File: config.mk
export PLATFORM = sky130hd
export DESIGN_NAME = zclock_gen
export DESIGN_NICKNAME = d
export VERILOG_FILES = /design/src/rtl/zclock_pkg.sv /design/src/rtl/zclock_stall_ch.sv /design/src/rtl/zclock_gen.sv
export SDC_FILE = /design/constraint.sdc
export NUM_CORES = 1
export LEC_CHECK = 0
export BUFFER_PORTS_ARGS = -buffer_cell sky130_fd_sc_hd__buf_2
export CAP_MARGIN = 0
export CELL_PAD_IN_SITES_DETAIL_PLACEMENT = 1
export CELL_PAD_IN_SITES_GLOBAL_PLACEMENT = 2
export CORE_MARGIN = 5
export CORE_UTILIZATION = 30
export CTS_BUF_LIST = sky130_fd_sc_hd__clkbuf_2 sky130_fd_sc_hd__clkbuf_4 sky130_fd_sc_hd__clkbuf_8
export CTS_CLUSTER_DIAMETER = 150
export DETAILED_ROUTE_END_ITERATION = 10
export PLACE_DENSITY = 0.8
export SYNTH_ARGS = -nofsm -noshare
export SYNTH_HDL_FRONTEND = slang
export SYNTH_SLANG_ARGS = --single-unit
File: constraint.sdc
create_clock -name clk -period 1.7 [get_ports clk]
set_input_delay 0.17 -clock clk [delete_from_list [all_inputs] [get_ports clk]]
set_output_delay 0.17 -clock clk [all_outputs]
set_load 0.02 [all_outputs]
File: src/rtl/zclock_pkg.sv
// Shared helpers for the Z80 clock generator: default sizing, mode clamping
// and the per-mode div_cnt slot mask.
package zclock_pkg;

  localparam int unsigned DEF_MODES    = 3;
  localparam int unsigned DEF_MODE_W   = 2;
  localparam int unsigned DEF_STALL_CH = 2;
  localparam int unsigned DEF_CNT_W    = 4;
  localparam int unsigned DEF_IO_MODE  = 1;

  // Width of the free-running grid counter for a given number of modes.
  function automatic int unsigned div_width(input int unsigned modes);
    return modes - 1;
  endfunction

  function automatic int unsigned clamp_mode(input int unsigned req,
                                             input int unsigned modes);
    return (req > modes - 1) ? modes - 1 : req;
  endfunction

  // Low div_cnt bits that must all be ones for an edge slot; the fastest
  // mode yields an empty mask, i.e. a slot every cycle.
  function automatic int unsigned slot_mask(input int unsigned mode,
                                            input int unsigned modes);
    return (32'd1 << (modes - 1 - mode)) - 32'd1;
  endfunction

endpackage

File: src/rtl/zclock_stall_ch.sv
// One programmable wait-state channel: a trigger loads the length, which
// then counts down to zero; busy while the count is non-zero.
module zclock_stall_ch #(
  parameter int unsigned CNT_W = 4
) (
  input  logic             clk,
  input  logic             rst_n,
  input  logic             i_trig,
  input  logic [CNT_W-1:0] i_len,
  output logic             o_busy
);

  logic [CNT_W-1:0] r_cnt;

  // NOTE: sequential state uses non-blocking assignments and an async
  // active-low reset so every flop clears the moment rst_n falls.
  always_ff @(posedge clk or negedge rst_n) begin
    if (!rst_n) begin
      r_cnt <= '0;
    end else if (i_trig) begin
      r_cnt <= i_len;
    end else if (r_cnt != '0) begin
      r_cnt <= r_cnt - 1'b1;
    end
  end

  assign o_busy = (r_cnt != '0);

endmodule

File: src/rtl/zclock_gen.sv
// Z80 clock generator: grid-aligned power-of-two speed modes, wait-state
// channels and refresh-time mode commit. Optional macro: ZCLOCK_IO_FALLBACK_EN.
module zclock_gen
  import zclock_pkg::*;
#(
  parameter int unsigned MODES    = DEF_MODES,
  parameter int unsigned MODE_W   = DEF_MODE_W,
  parameter int unsigned STALL_CH = DEF_STALL_CH,
  parameter int unsigned CNT_W    = DEF_CNT_W,
  parameter int unsigned IO_MODE  = DEF_IO_MODE
) (
  input  logic                      clk,
  input  logic                      rst_n,
  input  logic [MODE_W-1:0]         turbo_req,
  input  logic                      rfsh_n,
  input  logic                      hold,
  input  logic [STALL_CH-1:0]       stall_trig,
  input  logic [STALL_CH*CNT_W-1:0] stall_len,
  input  logic                      iorq_ext,
  output logic                      zclk_out,
  output logic                      zpos,
  output logic                      zneg,
  output logic [MODE_W-1:0]         turbo_cur,
  output logic                      stall_busy
);

  localparam int unsigned DIV_W = div_width(MODES);

  logic [DIV_W-1:0]    r_div_cnt;
  logic                r_zclk;
  logic                r_zpos;
  logic                r_zneg;
  logic [MODE_W-1:0]   r_turbo_cur;
  logic                r_stall_busy;

  logic [STALL_CH-1:0] w_ch_busy;
  logic [MODE_W-1:0]   w_eff;
  logic [MODE_W-1:0]   w_req_clamped;
  logic [DIV_W-1:0]    w_mask;
  logic                w_slot;
  logic                w_stall;
  logic                w_edge;
  logic                w_pos_nxt;
  logic                w_neg_nxt;

  for (genvar g = 0; g < STALL_CH; g++) begin : g_ch
    zclock_stall_ch #(
      .CNT_W (CNT_W)
    ) u_ch (
      .clk    (clk),
      .rst_n  (rst_n),
      .i_trig (stall_trig[g]),
      .i_len  (stall_len[g*CNT_W +: CNT_W]),
      .o_busy (w_ch_busy[g])
    );
  end

  // A trigger stalls its own cycle; the counters cover the following ones.
  assign w_stall = hold | (|stall_trig) | (|w_ch_busy);

`ifdef ZCLOCK_IO_FALLBACK_EN
  always_comb begin
    w_eff = r_turbo_cur;
    if (iorq_ext && (r_turbo_cur > MODE_W'(IO_MODE))) begin
      w_eff = MODE_W'(IO_MODE);
    end
  end
`else
  logic w_unused;
  assign w_eff    = r_turbo_cur;
  assign w_unused = iorq_ext ^ (IO_MODE == 0);
`endif

  assign w_req_clamped = MODE_W'(clamp_mode(int'(turbo_req), MODES));
  assign w_mask        = DIV_W'(slot_mask(int'(w_eff), MODES));
  assign w_slot        = ((r_div_cnt & w_mask) == w_mask);
  assign w_edge        = w_slot & ~w_stall;
  assign w_pos_nxt     = w_edge & ~r_zclk;
  assign w_neg_nxt     = w_edge & r_zclk;

  always_ff @(posedge clk or negedge rst_n) begin
    if (!rst_n) begin
      r_div_cnt    <= '0;
      r_zclk       <= 1'b0;
      r_zpos       <= 1'b0;
      r_zneg       <= 1'b0;
      r_turbo_cur  <= '0;
      r_stall_busy <= 1'b0;
    end else begin
      r_div_cnt    <= r_div_cnt + 1'b1;
      r_zpos       <= w_pos_nxt;
      r_zneg       <= w_neg_nxt;
      r_stall_busy <= (|w_ch_busy) | (|stall_trig);
      if (w_edge) begin
        r_zclk <= ~r_zclk;
      end
      // Speed only changes at a falling Z80 edge inside refresh.
      if (w_neg_nxt && !rfsh_n) begin
        r_turbo_cur <= w_req_clamped;
      end
    end
  end

  assign zclk_out   = r_zclk;
  assign zpos       = r_zpos;
  assign zneg       = r_zneg;
  assign turbo_cur  = r_turbo_cur;
  assign stall_busy = r_stall_busy;

endmodule

After elaboration in Yosys (flattened, before gate mapping)
Cells that the tools add are included.
W data, S select, Z words.
{"block": "word_totals", "register_bits": 16, "in_bits": 17, "out_inout_bits": 6, "elab_cells": 38}
{"block": "classes", "addsub": 5, "magnitude_cmp": 1, "n_eq_ne": 1, "shifts": 1, "mux": 5, "n_bitwise": 9, "n_reduce_logical": 8}
{"operator": "$shl A1 B32 Y2 const A", "n": 1}
{"operator": "$mux W4", "n": 4}
{"operator": "$reduce_bool A4 Y1", "n": 2}
{"operator": "$sub A4 B1 Y4 const B", "n": 2}
{"operator": "$reduce_bool A2 Y1", "n": 2}
{"operator": "$reduce_or A2 Y1", "n": 2}
{"operator": "$and A1 B1 Y1", "n": 3}
{"operator": "$or A1 B1 Y1", "n": 3}
{"operator": "$sub A2 B2 Y3 const A", "n": 1}
{"operator": "$add A2 B1 Y2 const B", "n": 1}
{"operator": "$and A2 B2 Y2", "n": 1}
{"operator": "$eq A2 B2 Y1", "n": 1}
{"operator": "$gt A2 B2 Y1 const B", "n": 1}
{"operator": "$mux W2", "n": 1}
{"operator": "$not A1 Y1", "n": 2}
{"operator": "$sub A2 B1 Y2 const B", "n": 1}
{"operator": "$logic_and A1 B1 Y1", "n": 1}
{"operator": "$logic_not A1 Y1", "n": 1}

Depth between registers and ports, before layout
Gate-level depths: netlist of run 1.
{"block": "depth", "word_depth": 8, "ltp_mapped": 6, "ltp_nobuf": 6}

Modules after synthesis
From an unflattened synthesis of run 1, not the netlist that was laid out.
{"block": "hier_totals", "cells_unflattened": 75, "area_unflattened_um2": 842.1}
{"mod": "zclock_stall_ch", "instances": 2, "cells_each": 26, "area_per_inst_um2": 251.5, "seq_area_each_um2": 100.1}
{"mod": "zclock_gen", "instances": 1, "cells_each": 23, "area_per_inst_um2": 339.1, "seq_area_each_um2": 200.2}

Least setup slack after synthesis of run 1
Ideal clock, no wire load.
{"block": "synth_timing", "path_kind": "register -> register", "startpoint": "register r_turbo_cur[0] (netlist: turbo_cur[0])", "endpoint": "register r_turbo_cur[1] (netlist: turbo_cur[1])", "setup_ns": 0.125, "arrival_time_ns": 1.601, "slack_ns": -0.026, "path_stages_with_launch": 7, "n_path_buf": 0, "synth_period_minus_slack_ns": 1.726, "path_cell_list": "dfrtp_1 inv_1 ha_1 nor2b_1 and4bb_4 nand3b_4 mux2_4"}
{"block": "synth_via", "elab_chain_cells": 8}
{"item": "start: declaration", "line": "zclock_gen.sv:33", "source": "logic [MODE_W-1:0] r_turbo_cur;"}
{"item": "start signal: assignment", "line": "zclock_gen.sv:99", "source": "r_turbo_cur <= w_req_clamped;"}
{"item": "$sub A2 B2 Y3 (*)", "line": "zclock_pkg.sv:25", "source": "return (32'd1 << (modes - 1 - mode)) - 32'd1;"}
{"item": "$shl A1 B32 Y2 (*)", "line": "zclock_pkg.sv:25"}
{"item": "$sub A2 B1 Y2 (*)", "line": "zclock_pkg.sv:25"}
{"item": "$and A2 B2 Y2", "line": "zclock_gen.sv:76", "source": "assign w_slot = ((r_div_cnt & w_mask) == w_mask);"}
{"item": "$eq A2 B2 Y1 (*)", "line": "zclock_gen.sv:76"}
{"item": "$and A1 B1 Y1 (*)", "line": "zclock_gen.sv:77", "source": "assign w_edge = w_slot & ~w_stall;"}
{"item": "$and A1 B1 Y1 (*)", "line": "zclock_gen.sv:79", "source": "assign w_neg_nxt = w_edge & r_zclk;"}
{"item": "$logic_and A1 B1 Y1 (*)", "line": "zclock_gen.sv:98", "source": "if (w_neg_nxt && !rfsh_n) begin"}
Mark *: on every way between the ends. The rest lies on a longest branch, timed or not.
A chain may end at the register's enable or synchronous reset.

Worst setup path after layout of run 1
Same ends and word-level chain as after synthesis.

==> flow_summary.ini, run 1 <==
[timing]
finalCriticalPeriod_ns = 1.63
fmax_mhz = 613
hold_viol = 0
maxSlewHeadroom_pct = 77.1
skew_ns = 0.0123
worstMarginPinSlew_ns = 0.343
setup_tns_ns = 0
final.setup.worst_slack_ns = 0.0676
timing.final.crit_share_pct = 96.0
setup_viol = 0
slew_violations = 0

[layout]
layout_common_cells = buf_2, dfrtp_1, buf_4, nor2_1
layout-drive-gt1-share_pct = 44.3
final_core_util_pct = 40.3
layout_commonest_cell = buf_2
diodes = 0
fin_nets = 129
final_cells = 137
fin_area_um2 = 1100
area_growth_pct = 29.0

[clock_tree]
clkTransAtPathRegs_ns = 0.10
cts_tree = done
clock_latency_ns = 0.30
cts_root_buf = clkbuf_4
cts_buffer_depth = 2
cts.sinks = 16
numCtsBuffers = 3
htreeDepth = 1

[synth]
synth_fa_ha_area_share_pct = 7.33
synth_edf_count = 0
synth.distinct_cells = 24
syn_inst = 74
synth_area_per_cell_um2 = 11.5
synth-compound-area-share_pct = 6.16
yosys-mux-area-fraction_pct = 7.77
synth_nets = 96
synthXorXnorAreaFrac_pct = 6.16
ys_seq_area_share_pct = 46.9
synth_top_family_by_area = simple AND/OR/NAND/NOR gates
ys_async_sr_fraction_pct = 100
syn_area_um2 = 853
synthSimpleGateAreaFrac_pct = 19.9
yosys_warnings = 0
ys_seq_elements = 16
yosys_most_used_dff = dfrtp_1

[detailed_routing]
drt_iter0_markers = 5
via_per_inst = 4.54
via_count = 622
first_pass_iters = 2
ant_nets = 0
wire_per_inst_um = 12.1
wl_mm = 1.66
drc = 0

[global_routing]
grt_pass1_vias = 683
grt_use_total_pct = 9.15
grt_pass1_wl_mm = 2.86
grt_max_degree = 17
grt-ovfl-total = 0
antenna_found_initial = 0

[worst_setup_path]
end_kind = flip-flop
crit_slowest_cell = dfrtp_2
cp.depth = 6
ff2ff_setup_slack_ns = 0.07
cp_top_family = simple AND/OR/NAND/NOR gates
worstPathCellList = inv_2 > ha_1 > nor2b_1 > and4bb_4 > nand3b_4 > mux2_4
cpPeakStageDelay_ns = 0.42
rr_worst_depth = 6
arrival_ns = 1.83
critPathKind = flip-flop to flip-flop
startpoint_type = flip-flop
crit_fanout = 2
r2r-end = turbo_cur[1]
crit_buf_inv = 1
required_ns = 1.90
worstReg2RegStart = turbo_cur[0]

[job]
maxCapViolCount = 0

[die]
die_area_um2 = 4010
die_w_um = 63.3
dieHeight_um = 63.3
start_util_pct = 31.2
core_um2 = 2730
rows = 19
pin_count = 23

[placement]
hpwl_mm = 1.33
numPortBuffers = 21
place_ws_ns = 0.0245
placed_area_um2 = 1020
dp_cells = 128
gp_congestion = 0.706

[power_and_ir_drop]
leakagePower_nw = 0.592
p_per_area_nw_per_um2 = 1070
ir_drop_mv = 0.533

[worst_hold_path]
hold_path.class = input pin to flip-flop
whs_path_depth = 3
hp-start = stall_len[0]
hold_path_end = g_ch[0].u_ch.r_cnt[0]

[run_status]
status = finished, final reports clean
## routing by layer
metal	vias to the layer above	routed length, um	GRT usage, %
li1	306	-	-
met1	296	634	9.30
met2	15	895	15.7
met3	5	91	2.84
met4	0	43	6.23
met5	-	0	0
## per-stage QoR
step / hold WS, ns / power [W]
after floorplan: -0.126 / 0.000791
after global placement: 0.106 / 0.000879
after detailed placement: 0.101 / 0.000899
after CTS: 0.0740 / 0.00113
after global routing: 0.102 / 0.00127
final: 0.0743 / 0.00118
## kinds of logic after synthesis
group / count (synthesis)
flip-flops: 16
AND/OR/NAND/NOR: 23
multiplexers: 6
adder cells (fa/ha/maj): 5
AO/OA/AOI/OAI: 9
XOR/XNOR: 6
buffers and inverters: 9
## worst max path at each step
stage / endpoint / startpoint / slack, ns
after floorplan: turbo_cur[1] / g_ch[0].u_ch.r_cnt[0] / -0.002
after global placement: turbo_cur[1] / g_ch[1].u_ch.r_cnt[0] / 0.05
after detailed placement: turbo_cur[1] / g_ch[0].u_ch.r_cnt[1] / 0.02
after CTS: turbo_cur[1] / g_ch[0].u_ch.r_cnt[1] / 0.01
after global routing: turbo_cur[1] / g_ch[0].u_ch.r_cnt[0] / -0.01
final: turbo_cur[1] / turbo_cur[0] / 0.07
## flip-flops by register name (all words and copies together) (netlist names)
register / cells
g_ch.u_ch.r_cnt: 8
r_div_cnt: 2
stall_busy: 1
turbo_cur: 2
zclk_out: 1
zneg: 1
zpos: 1
## tightest hold or removal path: stages
cell,delay [ns]
buf_2,0.07
nand2_1,0.04
o21ai_0,0.06
## area by class of cell
cell class	count	area [um^2]
flip-flops and latches	16	402
inverters	7	26.3
clock buffers	4	30.0
fillers	314	1630
well taps	31	38.8
repair buffers	30	175
multi-input cells	49	429
## synthesized netlist by cell type, drive strengths merged, types with 3 or more instances
master / instances / area share [%]
nor2: 7 / 3.1
a21oi: 3 / 1.8
nand2: 5 / 2.2
xor2: 3 / 3.1
ha: 5 / 7.3
inv: 7 / 3.1
dfrtp: 16 / 47
xnor2: 3 / 3.1
mux2i: 4 / 4.7
o21ai: 3 / 1.8
## power by group
part	leakage [nW]	internal (W)	switching [W]
logic	0.381	0.000228	0.000183
registers	0.192	0.000450	0.0000849
clock network	0.0184	0.000107	0.000123
total	0.592	0.000785	0.000391
## what timing repair did
item,CTS,global route
setup buffers,0,4
resized for setup,0,5
hold buffers,1,0
endpoints found under the hold margin,16,0
endpoints found under the setup margin,0,1
No activity file was read; power rests on OpenSTA's default activity.
==> inputs of run 2 (changes only) <==
--- a/config.mk
+++ b/config.mk
@@ -15,6 +15,7 @@
 export CTS_CLUSTER_DIAMETER = 150
 export DETAILED_ROUTE_END_ITERATION = 10
 export PLACE_DENSITY = 0.8
+export SETUP_SLACK_MARGIN = 0.4
 export SYNTH_ARGS = -nofsm -noshare
 export SYNTH_HDL_FRONTEND = slang
 export SYNTH_SLANG_ARGS = --single-unit
==> run 2 against run 1 <==
Utilization is 4.8 points higher. Clock-buffer cell count unchanged. Sequential power shrank 0.7%. Maximum frequency increased by 1.4%. Routed wire length rose by 6.4%. Clock skew is 0.0031 ns lower. Setup slack better by 0.022 ns. Sequential share of layout area down 3.9 points. Via count increased by 6.4%. Clock power decreased by 5%. Critical path type unchanged. Largest power group is now combinational cells.
==> flow_summary.ini, run 2 (synthesis gave the netlist of run 1 again) <==
[worst_setup_path]
end_kind = flip-flop
crit_fanout = 3
rr_worst_depth = 6
arrival_ns = 1.79
startpoint_type = flip-flop
critPathKind = flip-flop to flip-flop
required_ns = 1.88

[timing]
skew_ns = 0.00921
maxSlewHeadroom_pct = 76.2
fmax_mhz = 621
finalCriticalPeriod_ns = 1.61
hold_viol = 0
setup_viol = 0
rsz0062_at_grt = yes
worstMarginPinSlew_ns = 0.357
slew_violations = 0
final.setup.worst_slack_ns = 0.0894
timing.final.crit_share_pct = 94.7

[die]
die_w_um = 63.3
start_util_pct = 31.2
core_um2 = 2730
pin_count = 23
die_area_um2 = 4010
dieHeight_um = 63.3
rows = 19

[detailed_routing]
first_pass_iters = 2
drc = 0
via_count = 662
wire_per_inst_um = 12.0
ant_nets = 0
wl_mm = 1.77
via_per_inst = 4.50
drt_iter0_markers = 8

[placement]
numPortBuffers = 21
gp_congestion = 0.686
placed_area_um2 = 1020
hpwl_mm = 1.27
place_ws_ns = 0.0436

[layout]
top_register = g_ch.u_ch.r_cnt
layout_common_cells = buf_2, dfrtp_1, buf_4, nor2_1, inv_2
fill_cells = 308
multiInputGateArea_um2 = 474
fin_area_um2 = 1230
area_growth_pct = 44.4
largest_reg_flops = 8
diodes = 0
layout_commonest_cell = buf_2
fin_nets = 139
layout-drive-gt1-share_pct = 56.0
regArea_um2 = 402

[clock_tree]
htreeDepth = 1
cts_tree = done
clkTransAtPathRegs_ns = 0.09
cts_root_buf = clkbuf_4
cts.sinks = 16
numCtsBuffers = 3
clock_latency_ns = 0.28
cts_buffer_depth = 2

[global_routing]
grt_max_degree = 17
grt_pass1_vias = 686
antenna_found_initial = 0
grt-ovfl-total = 0
grt_pass1_wl_mm = 2.93
grt_use_total_pct = 9.18

[run_status]
status = finished, final reports clean

[worst_hold_path]
whs_path_depth = 3
hold_path.class = input pin to flip-flop

[job]
maxCapViolCount = 0

[power_and_ir_drop]
p_per_area_nw_per_um2 = 1050
leakagePower_nw = 0.659
ir_drop_mv = 0.588
[run 2: power by group]
group / switching, W / internal, W / total, W
combinational: 0.000235 / 0.000308 / 0.000543
sequential: 0.0000811 / 0.000450 / 0.000531
clock: 0.000112 / 0.000107 / 0.000219
total: 0.000428 / 0.000864 / 0.00129
[run 2: timing repair]
item | 4_1_cts | 5_1_grt
hold endpoints to repair | 16 | 0
pin swaps | 3 | 4
endpoints found under the setup margin | 7 | 10
resized for setup | 6 | 13
setup buffers | 9 | 5
hold buffers | 1 | 0
[run 2: worst paths after layout]
check / from / end / slack (ns)
worst max-delay path: g_ch[1].u_ch.r_cnt[0] / turbo_cur[1] / 0.09
max in group asynchronous: rst_n / turbo_cur[0] / 1.11
worst min register to register: r_div_cnt[1] / r_div_cnt[1] / 0.47
worst min-delay path: stall_len[0] / g_ch[0].u_ch.r_cnt[0] / 0.09
worst max register to register: g_ch[1].u_ch.r_cnt[0] / turbo_cur[1] / 0.09
min in group asynchronous: rst_n / turbo_cur[0] / 0.31
[run 2: cell type report]
class,count,area share [%]
inverters,7,2.13
flip-flops and latches,16,32.6
clock buffers,4,2.44
multi-input cells,49,38.5
repair buffers,40,21.2
well taps,31,3.15
[run 2: per-layer routing]
metal	track usage, %	part of all wire (%)	up-vias
li1	-	-	329
met4	3.90	0.51	0
met5	0	0	-
met2	15.1	51	14
met1	10.6	44	317
met3	3.37	4.8	2
[run 2: through the flow]
step / std cells / power, W / util (%) / setup TNS (ns) / hold WS, ns
after floorplan: 74 / 0.000792 / - / -0.00178 / -0.126
after global placement: 128 / 0.000879 / 37.3 / 0 / 0.107
after detailed placement: 128 / 0.000896 / 37.3 / 0 / 0.102
after CTS: 142 / 0.00119 / 42.1 / 0 / 0.0808
after global routing: 147 / 0.00141 / 45.1 / 0 / 0.102
final: 147 / 0.00129 / 45.1 / 0 / 0.0920
[run 2: critical path, stage by stage (launching register included)]
cell and delay, ns:
dfrtp_1 0.42, inv_2 0.09, ha_4 0.12, nor4b_4 0.21, and4bb_4 0.29, nand3b_4 0.08, mux2_4 0.29
==> inputs of run 3 (changes only) <==
--- a/config.mk
+++ b/config.mk
@@ -6,7 +6,7 @@
 export NUM_CORES = 1
 export LEC_CHECK = 0
 export BUFFER_PORTS_ARGS = -buffer_cell sky130_fd_sc_hd__buf_2
-export CAP_MARGIN = 0
+export CAP_MARGIN = 15
 export CELL_PAD_IN_SITES_DETAIL_PLACEMENT = 1
 export CELL_PAD_IN_SITES_GLOBAL_PLACEMENT = 2
 export CORE_MARGIN = 5
==> constraint.sdc (replaced) <==
create_clock -name clk -period 1.3 [get_ports clk]
set_input_delay 0.13 -clock clk [delete_from_list [all_inputs] [get_ports clk]]
set_output_delay 0.13 -clock clk [all_outputs]
set_load 0.02 [all_outputs]
==> run 3 against run 2 <==
The flow now finishes with violations (setup timing). First-iteration DRC count grew 38%. Total power is 58% higher. Non-clock buffer count grew 14. Critical path depth stayed put. Clock skew shrank 0.0072 ns. Largest power group unchanged. Via count is 12% higher. Register-to-register slack worse by 0.47 ns.
==> flow_summary.ini, run 3 (synthesis gave the netlist of run 1 again) <==
[die]
pin_count = 23
die_w_um = 63.3
rows = 19
core_um2 = 2730
die_area_um2 = 4010
dieHeight_um = 63.3
start_util_pct = 31.2

[global_routing]
grt_max_degree = 17
antenna_found_initial = 0
grt_pass1_vias = 809
grt_use_total_pct = 12.0
grt-ovfl-total = 0
grt_pass1_wl_mm = 3.76

[worst_setup_path]
required_ns = 1.48
arrival_ns = 1.86
end_kind = flip-flop
crit_fanout = 2
critPathKind = flip-flop to flip-flop
startpoint_type = flip-flop

[detailed_routing]
drc = 0
drt_iter0_markers = 11
via_per_inst = 4.61
wire_per_inst_um = 14.0
ant_nets = 0
wl_mm = 2.25
first_pass_iters = 2
via_count = 742

[power_and_ir_drop]
finalPower_w = 0.00205
p_per_area_nw_per_um2 = 1400
ir_drop_mv = 1.07
leakagePower_nw = 0.751

[timing]
worstMarginPinSlew_ns = 0.374
final.setup.worst_slack_ns = -0.379
slew_violations = 0
maxSlewHeadroom_pct = 75.1
fmax_mhz = 596
rsz0062_at_grt = yes
setup_viol = 13
hold_viol = 0
skew_ns = 0.00199
timing.final.crit_share_pct = 129
finalCriticalPeriod_ns = 1.68

[layout]
fin_area_um2 = 1460
fin_nets = 153
layout_common_cells = buf_4, buf_6, buf_2, dfrtp_1
diodes = 0
top_register = g_ch.u_ch.r_cnt
layout_commonest_cell = buf_4
area_growth_pct = 70.8
largest_reg_flops = 8
layout-drive-gt1-share_pct = 66.2

[clock_tree]
cts_tree = done
cts_root_buf = clkbuf_4
htreeDepth = 1
clkTransAtPathRegs_ns = 0.09
cts_buffer_depth = 2
cts.sinks = 16
numCtsBuffers = 3
clock_latency_ns = 0.28

[placement]
placed_area_um2 = 1130
numPortBuffers = 21
hpwl_mm = 1.58
gp_congestion = 0.712

[run_status]
violations = setup timing
status = finished, violations left

[job]
maxCapViolCount = 0

[worst_hold_path]
hold_path.class = input pin to flip-flop
## run 3: changes by cell type in the layout (fill, tap and decap cells not counted), sizes merged
cell	previous run	this run
buf	39	53
## run 3: layout make-up
class / instances / area [um^2]
tap: 31 / 38.8
sequential: 16 / 403
clock buffer: 4 / 30.0
multi-input combinational: 49 / 526
timing repair buffer: 54 / 434
fill: 310 / 1280
inverter: 7 / 26.3
## run 3: critical path: stages (launching register included)
cell and delay, ns:
dfrtp_1 0.41, inv_2 0.09, ha_4 0.14, nor4b_4 0.25, and4bb_4 0.30, nand3b_4 0.08, mux2_4 0.30
## run 3: worst paths after layout
kind                                  startpoint                     to  slack (ns)  depth (start not counted)
hold reg to reg                     r_div_cnt[1]           r_div_cnt[1]        0.48                          1
setup reg to reg           g_ch[1].u_ch.r_cnt[0]           turbo_cur[1]       -0.38                          6
min in group asynchronous                  rst_n  g_ch[1].u_ch.r_cnt[3]        0.28                          2
setup / recovery           g_ch[1].u_ch.r_cnt[0]           turbo_cur[1]       -0.38                          6
hold / removal                      stall_len[0]  g_ch[0].u_ch.r_cnt[0]        0.06                          3
max in group asynchronous                  rst_n               zclk_out        0.73                          2
## run 3: through the flow
| step | setup WS (ns) | std cells | hold slack (ns) | utilization [%] | TNS [ns] |
|---|---|---|---|---|---|
| CTS | -0.348 | 154 | 0.0582 | 50.0 | -1.33 |
| detailed placement | -0.409 | 143 | 0.0712 | 41.4 | -1.57 |
| floorplan | -0.401 | 74 | -0.166 | - | -0.907 |
| finish | -0.379 | 161 | 0.0638 | 53.3 | -2.30 |
| global placement | -0.342 | 143 | 0.0673 | 41.4 | -1.24 |
| global route | -0.447 | 161 | 0.0559 | 53.3 | -3.34 |
## run 3: power breakdown
part	switching, W	internal, W	total [W]	leakage (nW)
logic	0.000421	0.000638	0.00106	0.542
clock network	0.000159	0.000140	0.000299	0.0184
registers	0.0000976	0.000589	0.000687	0.190
total	0.000678	0.00137	0.00205	0.751
## run 3: metal layers
layer | global-route usage, % | up-vias | wire length [um]
met2 | 20.6 | 17 | 1180
met3 | 5.51 | 2 | 127
met4 | 2.34 | 0 | 15
met5 | 0 | - | 0
li1 | - | 358 | -
met1 | 13.7 | 365 | 925
## run 3: timing repair
action,in CTS,in global routing
setup endpoints to repair,20,20
buffers inserted,6,7
endpoints found under the hold margin,16,0
pin swaps,14,8
hold buffers,1,0
gates resized for setup,41,9
